`src/rtl/pipeline_stall_ctrl_pkg.sv`:
```
// Shared definitions for the pipeline stall controller: FSM encodings, the NOP
// instruction word and the enable-bundle type with its per-rule constant values.
package pipeline_stall_ctrl_pkg;

    localparam logic [1:0] ST_RUN      = 2'd0;
    localparam logic [1:0] ST_MEM_WAIT = 2'd1;
    localparam logic [1:0] ST_HALT     = 2'd2;
    localparam logic [1:0] ST_ERR      = 2'd3;

    localparam logic [15:0] NOP_INSTR = 16'h0000;

    typedef struct packed {
        logic pc_we;
        logic if_id_we;
        logic if_id_flush;
        logic id_ex_nop;
        logic back_we;
    } stall_en_t;

    localparam stall_en_t EN_RUN    = '{pc_we: 1'b1, if_id_we: 1'b1, if_id_flush: 1'b0, id_ex_nop: 1'b0, back_we: 1'b1};
    localparam stall_en_t EN_FREEZE = '{pc_we: 1'b0, if_id_we: 1'b0, if_id_flush: 1'b0, id_ex_nop: 1'b0, back_we: 1'b0};
    // Flush writes a NOP into IF/ID, so IF/ID must be enabled for the load.
    localparam stall_en_t EN_FLUSH  = '{pc_we: 1'b1, if_id_we: 1'b1, if_id_flush: 1'b1, id_ex_nop: 1'b1, back_we: 1'b1};
    localparam stall_en_t EN_BUBBLE = '{pc_we: 1'b0, if_id_we: 1'b0, if_id_flush: 1'b0, id_ex_nop: 1'b1, back_we: 1'b1};
    localparam stall_en_t EN_IFETCH = '{pc_we: 1'b0, if_id_we: 1'b1, if_id_flush: 1'b1, id_ex_nop: 1'b0, back_we: 1'b1};

endpackage

```
`src/rtl/pipeline_stall_ctrl_sat_counter.sv`:
```
// Saturating up-counter with synchronous clear; used for the memory-wait
// timeout counter and the optional performance counters.
module sat_counter #(
    parameter int W = 16
) (
    input  logic         clk,
    input  logic         rst,
    input  logic         clr,
    input  logic         inc,
    output logic [W-1:0] count
);

    localparam logic [W-1:0] MAX = {W{1'b1}};

    always_ff @(posedge clk) begin
        if (rst || clr) begin
            count <= '0;
        end else if (inc && count != MAX) begin
            count <= count + 1'b1;
        end
    end

endmodule

```
`src/rtl/pipeline_stall_ctrl.sv`:
```
// Stall/flush arbiter for the 5-stage pipeline. Define STALL_PERF_CNT_EN to add
// saturating stall/flush/bubble performance counters.
module pipeline_stall_ctrl
    import pipeline_stall_ctrl_pkg::*;
#(
    parameter int MEM_TIMEOUT = 255,
    parameter int CNT_W       = 16
) (
    input  logic             clk,
    input  logic             rst,
    input  logic             bubble,
    input  logic             imem_busy,
    input  logic             mem_busy,
    input  logic             branch_taken_ex,
    input  logic             halt_wb,
    output logic             pc_we,
    output logic             if_id_we,
    output logic             if_id_flush,
    output logic             id_ex_nop,
    output logic             back_we,
    output logic             halted,
    output logic             mem_timeout,
`ifdef STALL_PERF_CNT_EN
    output logic [CNT_W-1:0] stall_cycles,
    output logic [CNT_W-1:0] flush_count,
    output logic [CNT_W-1:0] bubble_count,
`endif
    output logic [1:0]       state
);

    logic             flush_pending;
    logic             active;
    logic             timeout_hit;
    logic             tcnt_inc;
    logic [CNT_W-1:0] tcnt;
    stall_en_t        en;

    assign active      = (state == ST_RUN) || (state == ST_MEM_WAIT);
    assign timeout_hit = (tcnt == CNT_W'(MEM_TIMEOUT));
    // tcnt only survives across consecutive mem_busy cycles; anything else zeroes it.
    assign tcnt_inc    = active && !halt_wb && mem_busy && !timeout_hit;

    sat_counter #(.W(CNT_W)) u_tcnt (
        .clk   (clk),
        .rst   (rst),
        .clr   (!tcnt_inc),
        .inc   (tcnt_inc),
        .count (tcnt)
    );

    always_ff @(posedge clk) begin
        if (rst) begin
            state         <= ST_RUN;
            flush_pending <= 1'b0;
        end else begin
            case (state)
                ST_RUN, ST_MEM_WAIT: begin
                    if (halt_wb) begin
                        state         <= ST_HALT;
                        flush_pending <= 1'b0;
                    end else if (mem_busy) begin
                        if (timeout_hit) begin
                            state         <= ST_ERR;
                            flush_pending <= 1'b0;
                        end else begin
                            state <= ST_MEM_WAIT;
                            // A branch resolved during a freeze is replayed on release.
                            if (branch_taken_ex) flush_pending <= 1'b1;
                        end
                    end else begin
                        state         <= ST_RUN;
                        flush_pending <= 1'b0;
                    end
                end
                default: ;
            endcase
        end
    end

    always_comb begin
        en = EN_FREEZE;
        if (active && !halt_wb && !mem_busy) begin
            if (branch_taken_ex || flush_pending) en = EN_FLUSH;
            else if (bubble)                      en = EN_BUBBLE;
            else if (imem_busy)                   en = EN_IFETCH;
            else                                  en = EN_RUN;
        end
    end

    assign pc_we       = en.pc_we;
    assign if_id_we    = en.if_id_we;
    assign if_id_flush = en.if_id_flush;
    assign id_ex_nop   = en.id_ex_nop;
    assign back_we     = en.back_we;
    assign halted      = (state == ST_HALT);
    assign mem_timeout = (state == ST_ERR);

`ifdef STALL_PERF_CNT_EN
    // Counting is gated by active, so the counters hold still in HALT and ERR.
    sat_counter #(.W(CNT_W)) u_stall_cnt (
        .clk   (clk),
        .rst   (rst),
        .clr   (1'b0),
        .inc   (active && !en.pc_we),
        .count (stall_cycles)
    );

    sat_counter #(.W(CNT_W)) u_flush_cnt (
        .clk   (clk),
        .rst   (rst),
        .clr   (1'b0),
        .inc   (active && en == EN_FLUSH),
        .count (flush_count)
    );

    sat_counter #(.W(CNT_W)) u_bubble_cnt (
        .clk   (clk),
        .rst   (rst),
        .clr   (1'b0),
        .inc   (active && en == EN_BUBBLE),
        .count (bubble_count)
    );
`endif

endmodule
```
`config.mk`:
```
export PLATFORM = sky130hd
export DESIGN_NAME = pipeline_stall_ctrl
export DESIGN_NICKNAME = d
export VERILOG_FILES = /design/src/rtl/pipeline_stall_ctrl_pkg.sv /design/src/rtl/pipeline_stall_ctrl_sat_counter.sv /design/src/rtl/pipeline_stall_ctrl.sv
export SDC_FILE = /design/constraint.sdc
export NUM_CORES = 1
export LEC_CHECK = 0
export ABC_CLOCK_PERIOD_IN_PS = 2100
export CAP_MARGIN = 0
export CORE_MARGIN = 1.5
export CORE_UTILIZATION = 25
export CTS_CLUSTER_DIAMETER = 40
export DETAILED_ROUTE_END_ITERATION = 8
export GPL_TIMING_DRIVEN = 0
export PLACE_DENSITY = 0.47
export SYNTH_ARGS = -nofsm -noshare
export SYNTH_HDL_FRONTEND = slang
export SYNTH_HIERARCHICAL = 1
export SYNTH_SLANG_ARGS = --single-unit
```
`constraint.sdc`:
```
create_clock -name clk -period 2.1 [get_ports clk]
set_input_delay 0.21 -clock clk [delete_from_list [all_inputs] [get_ports clk]]
set_output_delay 0.21 -clock clk [all_outputs]
set_load 0.02 [all_outputs]
```
Word level (Yosys, flattened, before mapping)
Cells that the tools add are included.
- bits in latches: 0
- memory bits (read-only): 0
- word-level logic and storage cells: 36
- register bits after elaboration: 19
- input bits: 7
- output and inout port bits: 9
- RAM bits: 0
- memories: 0
- magnitude comparators: 0
- eq/ne operators: 6
- bitwise gates (word level): 0
- add/sub/neg operators: 1
- multipliers: 0
- mux-type cells: 11
- shifts and indexed selects: 0
- div/mod/pow operators: 0
- reductions and logical operators: 15
- operator list (kind ; number):
    2-to-1 mux 5 bit ; 4
    adder 16 x 1 -> 16 bit (second input constant) ; 1
    == test 16 x 8 -> 1 bit (second input constant) ; 1
    != test 16 bit (second input constant) ; 1
    2-to-1 mux 2 bit ; 3
    logical AND 1 bit ; 5
    == test 2 bit (second input constant) ; 2
    zero test 1 bit ; 4
    2-to-1 mux 1 bit ; 4
    != test 4 x 1 -> 1 bit (second input constant) ; 1
    logical OR 1 bit ; 3
    == test 2 x 1 -> 1 bit (second input constant) ; 1
    zero test 2 bit ; 1
    AND reduction 2 bit ; 1
    OR reduction 2 bit ; 1

Logic depth before layout (Yosys ltp)
Gate-level depths: netlist of the first run.
- word-level depth: 7
- depth in mapped cells: 7
- mapped depth without buffers: 7

Hierarchy
Netlist of the first run, hierarchy kept.
- modules (own cells, without submodules) (module ; area each (µm²) ; cells each ; instances ; sequential area each (µm²)):
    sat_counter ; 847.1 ; 95 ; 1 ; 320.3
    pipeline_stall_ctrl ; 232.7 ; 33 ; 1 ; 60.1

Worst setup path after synthesis of the first run
OpenSTA, ideal clock, no wires.
- kind: register -> register
- start: register u_tcnt.count[10]
- end: register u_tcnt.count[4]
- data required time: 1.972 ns
- period minus slack after synthesis: 2.259 ns
- library setup time: 0.128 ns
- path buffers: 0
- path slack: -0.159 ns
- arrival time: 2.131 ns
- cell stages (with the launch flop): 8
- cells stage by stage: dfxtp_1 or4_1 or4_4 and3_1 nand4_1 a41o_1 xor2_1 nor2_1
- cells in the longest elaborated chain, start to end: 5
- ends and longest elaborated chain (element ; line ; text):
    start, declared ; pipeline_stall_ctrl_sat_counter.sv:10 ; output logic [W-1:0] count
    start signal, assigned ; pipeline_stall_ctrl_sat_counter.sv:19 ; count <= count + 1'b1;
    == test 16 x 8 -> 1 bit * ; pipeline_stall_ctrl.sv:39 ; assign timeout_hit = (tcnt == CNT_W'(MEM_TIMEOUT));
    zero test 1 bit * ; pipeline_stall_ctrl.sv:41 ; assign tcnt_inc = active && !halt_wb && mem_busy && !timeout_hit;
    logical AND 1 bit * ; pipeline_stall_ctrl.sv:41 ;
    named net tcnt_inc ; pipeline_stall_ctrl.sv:34 ; logic tcnt_inc;
    zero test 1 bit ; pipeline_stall_ctrl.sv:46 ; .clr (!tcnt_inc),
    logical OR 1 bit ; pipeline_stall_ctrl_sat_counter.sv:16 ; if (rst || clr) begin
The timed path passes the listed nets; every way through them passes the cells marked *.
A chain may end at the register's enable or synchronous reset.

Worst setup path in the final report of the first run
- start: register u_tcnt.count[8]
- end: register u_tcnt.count[7]
Same word-level chain as after synthesis.

==> results of run 1 <==
registers in the layout (all words and copies together), names as in the netlist:
name	count
u_tcnt/count	16
state	2
flush_pending	1
layout by cell type, fill, tap and decap left out, drive strengths merged, types with 2 or more instances in the layout:
master	n
or3	6
a41o	4
or4	7
nand4	9
a31oi	3
clkbuf	7
nor2	14
buf	8
or2	2
dlygate4sd2	3
and4	4
a21oi	13
nand2b	2
and3	2
nand3	6
xor2	2
inv	3
and2	3
o31ai	3
dlymetal6s2s	2
nor3	2
dfxtp	19
o21ai	5
nand2	7
clkdlybuf4s50	10
layer usage:
layer,vias to the layer above,share of wire (%),track usage [%]
met3,2,6.0,3.409
met1,523,45,14.43
met2,26,48,23.32
met5,-,0,0
met4,0,0.35,2.941
li1,551,-,-
power by group through the flow:
stage	Combinational (mW)	Clock, mW	Sequential [mW]
after floorplan	0.0350	0	0.377
after global placement	0.0750	0	0.375
after detailed placement	0.0752	0	0.375
after CTS	0.0794	0.266	0.365
after global routing	0.0880	0.281	0.363
final	0.0811	0.256	0.363
critical path: cells and delay by family (launching register included):
family	cells	cell delay, ps
AO/OA/AOI/OAI	2	270
flip-flops	1	360
AND/OR/NAND/NOR	4	1370
buffers and inverters	2	250
kinds of logic after synthesis:
| logic type | Yosys count | synth area share (%) |
|---|---|---|
| xor gates and xnor gates | 3 | 2.434 |
| AOI/OAI and AO/OA | 34 | 21.09 |
| DFF | 19 | 35.23 |
| buffers and inverters | 6 | 2.201 |
| adders and majority gates | 1 | 1.159 |
| and+or+nand+nor | 65 | 37.89 |
how the worst max path moves through the flow:
stage,start,slack (ps),end,cells after the start
6_report,u_tcnt/count[8]$_SDFFE_PP0P_,-200,u_tcnt/count[7]$_SDFFE_PP0P_,8
5_1_grt,u_tcnt/count[8]$_SDFFE_PP0P_,-280,u_tcnt/count[4]$_SDFFE_PP0P_,7
4_1_cts,u_tcnt/count[10]$_SDFFE_PP0P_,-160,u_tcnt/count[4]$_SDFFE_PP0P_,7
3_5_place_dp,u_tcnt/count[8]$_SDFFE_PP0P_,-220,u_tcnt/count[4]$_SDFFE_PP0P_,7
3_3_place_gp,u_tcnt/count[8]$_SDFFE_PP0P_,-220,u_tcnt/count[4]$_SDFFE_PP0P_,7
2_1_floorplan,u_tcnt/count[8]$_SDFFE_PP0P_,-20,u_tcnt/count[4]$_SDFFE_PP0P_,7
final cells by class:
type / instances / share of cell area [%]
Timing Repair Buffer: 24 / 15.10
Buffer: 2 / 1.272
Tap cell: 50 / 4.241
Inverter: 3 / 0.7634
Clock buffer: 4 / 3.053
Multi-Input combinational cell: 103 / 48.86
Sequential cell: 19 / 26.72
timing repair:
item | 4_1_cts | 5_1_grt
setup endpoints to repair | 18 | 18
buffers inserted | 6 | 2
gates resized for setup | 15 | 10
cloned | 1 | 0
pin swaps | 10 | 7
==> flow_summary_export.csv, run 1 <==
group,metric,value,unit
yosys,synthTopCellsByCount,"dfxtp_1, nor2_1, a21oi_1",
setup_path,worst_path_most_repeated_cell,"or4_4",
yosys,synth_area,0.001080,sq mm
job,drv_cap,0,
timing,whs,511.9,ps
floorplan,start_util,26.42,%
final_layout,stdcell_count,205,
global_route,grt_max_degree,11,
route,firstDrtPassIters,4,
setup_path,crit_arrival,2500,ps
yosys,ys_seq_elements,19,
timing,hold_viol,0,
yosys,yosysTopAreaCell,"dfxtp_1",
yosys,syn_inst,128,
timing,fin_ws,-197.2,ps
clock_tree,clk-insertion-delay-late,260,ps
global_route,grt_overflow,0,
clock_tree,cts_made_buffers,3,
pwr,power_density,474.7,mW/mm^2
setup_path,critPathSlowestCell,"or4_4",
pwr,power,700.2,uW
place,dp_hpwl,1.920,mm
route,ant_nets,0,
floorplan,rows,23,
timing,post-route-min-period,2297,ps
route,drt-vias-per-instance,5.376,
timing,setup_tns,-2263,ps
min_path,holdPathStages,2,
status,status,"finished, violations left",
setup_path,cp-start-kind,"flop",
place,place_area,0.001304,sq mm
floorplan,chipHeight,68.72,microns
route,drtIter0Drc,63,
final_layout,n_fill_cell,431,
pwr,p_sw_share,23.59,%
pwr,p_sw,165.2,uW
timing,rsz0062_at_grt,"true",
route,vias,1102,
final_layout,final_area,0.001475,sq mm
place,pre_cts_slack,-222.6,ps
setup_path,crit_required,2310,ps
floorplan,core_area,0.004086,sq mm
global_route,grt_util_all_layers,12.65,%
setup_path,r2r_slack,-200,ps
setup_path,cp_cell_sequence,"or4_4 > or4_4 > and3_4 > buf_4 > buf_6 > and2_4 > a31oi_1 > a41o_1",
timing,relSlewSlack,46.71,%
yosys,yosysUniqueCellTypes,35,
global_route,grt_pass1_wl,4.436,mm
place,gp_congestion,0.7466,
pwr,clkPwrFrac,36.6,%
status,violations,"negative setup slack",
place,io_buffer_count,15,
pwr,p_comb_share,11.6,%
global_route,grt_pass1_vias,1014,
final_layout,layout-drive-gt1-share,23.87,%
pwr,leakage,0.5960,nW
pwr,p_seq_share,51.8,%
pwr,peakVddDrop,0.2045,mV
floorplan,ioPinCount,16,
yosys,synth_edf_count,0,
yosys,syn_nets,136,
clock_tree,clock-sinks,19,
yosys,yosysTopAreaCellShare,35.23,%
clock_tree,cts_tree,"yes",
final_layout,multiInputGateArea,720.7,sq um
pwr,p_int,535.0,uW
final_layout,post-route-util,36.10,%
timing,slew_viol_final,0,
setup_path,worstSetupPathType,"reg2reg",
route,drc,0,
clock_tree,ctsHoldBuffers,0,
yosys,async_flop_share,0,%
final_layout,antenna_cells,0,
route,wl_per_cell,14.11,microns
final_layout,area_growth_syn_to_layout,36.62,%
min_path,min_to,"u_tcnt/count[11]$_SDFFE_PP0P_",
final_layout,fin_nets,164,
floorplan,dieArea,0.004722,sq mm
yosys,yosysMostFrequentCell,"dfxtp_1",
yosys,yosys-top-cells-area,"dfxtp_1, a21oi_1, nor2_1, a41o_1, nand4_1",
min_path,hold_path_class,"reg2reg",
clock_tree,cts-root-buf,"clkbuf_8",
timing,fmax,435.3,MHz
timing,worst_pin_slew,792.8,ps
min_path,hp-start,"u_tcnt/count[11]$_SDFFE_PP0P_",
setup_path,crit_fanout,5,
setup_path,r2r_cells,8,
clock_tree,clockBufferDepth,2,
yosys,yosysWarnings,6,
yosys,synth_ff_type,"dfxtp_1",
setup_path,endpoint_kind,"flop",
floorplan,die_w,68.72,microns
route,wl,2.892,mm
final_layout,seq_area,394.1,sq um
yosys,synth_area_per_cell,8.436,sq um
timing,clock_skew,1.735,ps
setup_path,r2r-start,"u_tcnt/count[8]$_SDFFE_PP0P_",
clock_tree,htreeDepth,1,
clock_tree,clkTransAtPathRegs,70,ps
place,dpl.cell_count,193,
timing,setup_violations,16,
setup_path,max_stage_delay,540,ps
timing,fin_crit_sh,109.4,%
setup_path,rr_endpoint,"u_tcnt/count[7]$_SDFFE_PP0P_",
global_route,antenna_found_initial,0,
yosys,yosysSeqAreaShare,35.23,%
(Power assumes the default switching activity.)
==> run 2, diff against run 1 <==
--- a/config.mk
+++ b/config.mk
@@ -12,7 +12,7 @@
 export CTS_CLUSTER_DIAMETER = 40
 export DETAILED_ROUTE_END_ITERATION = 8
 export GPL_TIMING_DRIVEN = 0
-export PLACE_DENSITY = 0.47
+export RECOVER_POWER = 100
 export SYNTH_ARGS = -nofsm -noshare
 export SYNTH_HDL_FRONTEND = slang
 export SYNTH_HIERARCHICAL = 1
==> flow_summary_export.csv, run 2 (synthesis results as in run 1) <==
group,metric,value,unit
pwr,p_int,534.4,uW
timing,setup_violations,16,
final_layout,final_common_cell,"dfxtp_1",
place,pre_cts_slack,-187.1,ps
global_route,antenna_found_initial,0,
final_layout,area_growth_syn_to_layout,36.96,%
floorplan,ioPinCount,16,
clock_tree,cts_tree,"yes",
setup_path,path_buf_inv,2,
min_path,hold_path_class,"reg2reg",
timing,slew_viol_final,0,
clock_tree,clockBufferDepth,2,
final_layout,fin_nets,163,
timing,worst_pin_slew,804.3,ps
final_layout,layout_common_cells,"dfxtp_1, nor2_1, a21oi_1, nand2_1, buf_4",
final_layout,post-route-util,36.19,%
global_route,grt_overflow,0,
place,io_buffer_count,15,
final_layout,largest_reg_flops,16,
setup_path,crit_family,"simple AND/OR/NAND/NOR gates",
final_layout,layout-drive-gt1-share,24.68,%
setup_path,crit_arrival,2440,ps
clock_tree,clkTransAtPathRegs,70,ps
setup_path,rr_endpoint,"u_tcnt/count[11]$_SDFFE_PP0P_",
setup_path,max_stage_delay,540,ps
pwr,p_comb_share,11.4,%
timing,clock_skew,2.855,ps
timing,post-route-min-period,2247,ps
min_path,min_to,"u_tcnt/count[15]$_SDFFE_PP0P_",
setup_path,cp_cell_sequence,"or4_4 > or4_4 > and3_4 > buf_4 > buf_6 > nand4_4 > o31ai_2 > a21oi_1",
clock_tree,cts_made_buffers,3,
clock_tree,clk-insertion-delay-late,260,ps
floorplan,dieArea,0.004722,sq mm
setup_path,worstSetupPathType,"reg2reg",
place,gp_congestion,0.7634,
route,drt-vias-per-instance,5.368,
pwr,leakage,0.5707,nW
place,dpl.cell_count,193,
setup_path,r2r_cells,8,
route,wl_per_cell,14.05,microns
clock_tree,cts-root-buf,"clkbuf_8",
pwr,p_sw_share,24.13,%
job,drv_cap,0,
route,vias,1095,
global_route,grt_util_all_layers,12.77,%
setup_path,cp-start-kind,"flop",
pwr,power,704.4,uW
global_route,grt_pass1_wl,4.526,mm
clock_tree,htreeDepth,1,
final_layout,final_area,0.001479,sq mm
route,ant_nets,0,
setup_path,r2r_slack,-150,ps
global_route,grt_max_degree,11,
status,violations,"negative setup slack",
setup_path,crit_fanout,8,
clock_tree,clock-sinks,19,
setup_path,worst_path_most_repeated_cell,"or4_4",
floorplan,core_area,0.004086,sq mm
route,drtIter0Drc,25,
route,firstDrtPassIters,4,
timing,fin_ws,-146.8,ps
floorplan,rows,23,
floorplan,chipHeight,68.72,microns
place,place_area,0.001304,sq mm
floorplan,start_util,26.42,%
timing,hold_viol,0,
status,status,"finished, violations left",
global_route,use_met3,3.734,%
floorplan,die_w,68.72,microns
timing,fmax,445.1,MHz
final_layout,reg_top3,"u_tcnt/count (16), state (2), flush_pending (1)",
final_layout,antenna_cells,0,
setup_path,critPathSlowestCell,"or4_4",
setup_path,r2r-start,"u_tcnt/count[13]$_SDFFE_PP0P_",
min_path,hp-start,"u_tcnt/count[15]$_SDFFE_PP0P_",
timing,relSlewSlack,45.93,%
pwr,power_density,476.3,mW/mm^2
min_path,holdPathStages,2,
timing,rsz0062_at_grt,"true",
pwr,peakVddDrop,0.2583,mV
final_layout,stdcell_count,204,
global_route,use_met2,22.12,%
pwr,p_sw,170.0,uW
route,drc,0,
global_route,grt_pass1_vias,1048,
global_route,grt_use_met1,14.68,%
route,wl,2.866,mm
timing,fin_crit_sh,107.0,%
setup_path,crit_required,2290,ps
final_layout,top_register,"u_tcnt/count",
setup_path,endpoint_kind,"flop",
place,dp_hpwl,1.942,mm
timing,whs,519.8,ps
global_route,grt_busiest_layer,"met2",
timing,setup_tns,-1721,ps
pwr,clkPwrFrac,36.9,%
pwr,p_seq_share,51.7,%
[run 2: worst max path at each step]
stage	to	depth (start not counted)	start	slack (ps)
2_1_floorplan	u_tcnt/count[4]$_SDFFE_PP0P_	7	u_tcnt/count[8]$_SDFFE_PP0P_	-20
3_3_place_gp	u_tcnt/count[4]$_SDFFE_PP0P_	7	u_tcnt/count[8]$_SDFFE_PP0P_	-170
3_5_place_dp	u_tcnt/count[4]$_SDFFE_PP0P_	7	u_tcnt/count[8]$_SDFFE_PP0P_	-190
4_1_cts	u_tcnt/count[4]$_SDFFE_PP0P_	7	u_tcnt/count[13]$_SDFFE_PP0P_	-130
5_1_grt	u_tcnt/count[4]$_SDFFE_PP0P_	7	u_tcnt/count[13]$_SDFFE_PP0P_	-240
6_report	u_tcnt/count[11]$_SDFFE_PP0P_	8	u_tcnt/count[13]$_SDFFE_PP0P_	-150
[run 2: power by group through the flow]
stage | Sequential (mW) | Combinational, mW | Clock (mW)
floorplan | 0.377 | 0.0350 | 0
global placement | 0.375 | 0.0737 | 0
detailed placement | 0.375 | 0.0757 | 0
CTS | 0.364 | 0.0791 | 0.259
global route | 0.364 | 0.0866 | 0.284
finish | 0.364 | 0.0806 | 0.260
[run 2: what timing repair did]
item	in CTS	in global routing
endpoints found under the setup margin	18	17
pin swaps	11	9
setup buffers	6	2
resized for setup	15	14
hold buffers	0	0
[run 2: worst reg2reg max path: stages (launching register included)]
cell     delay [ps]
dfxtp_4         340
or4_4           520
or4_4           540
and3_4          180
buf_4           140
buf_6           110
nand4_4         100
o31ai_2          70
a21oi_1         170
[run 2: final cells by class]
class	instances	area, sq um
plain buffers	2	20.02
clock buffers	4	45.04
fillers	420	2608
inverters	3	11.26
multi-input cells	103	745.7
flip-flops and latches	19	390.4
well taps	50	62.56
repair buffers	23	203.9
[run 2: layer usage]
layer | wire length [microns] | vias to the layer above
met5 | 0 | -
met4 | 22 | 0
met3 | 137 | 3
met2 | 1411 | 22
met1 | 1293 | 514
li1 | - | 556
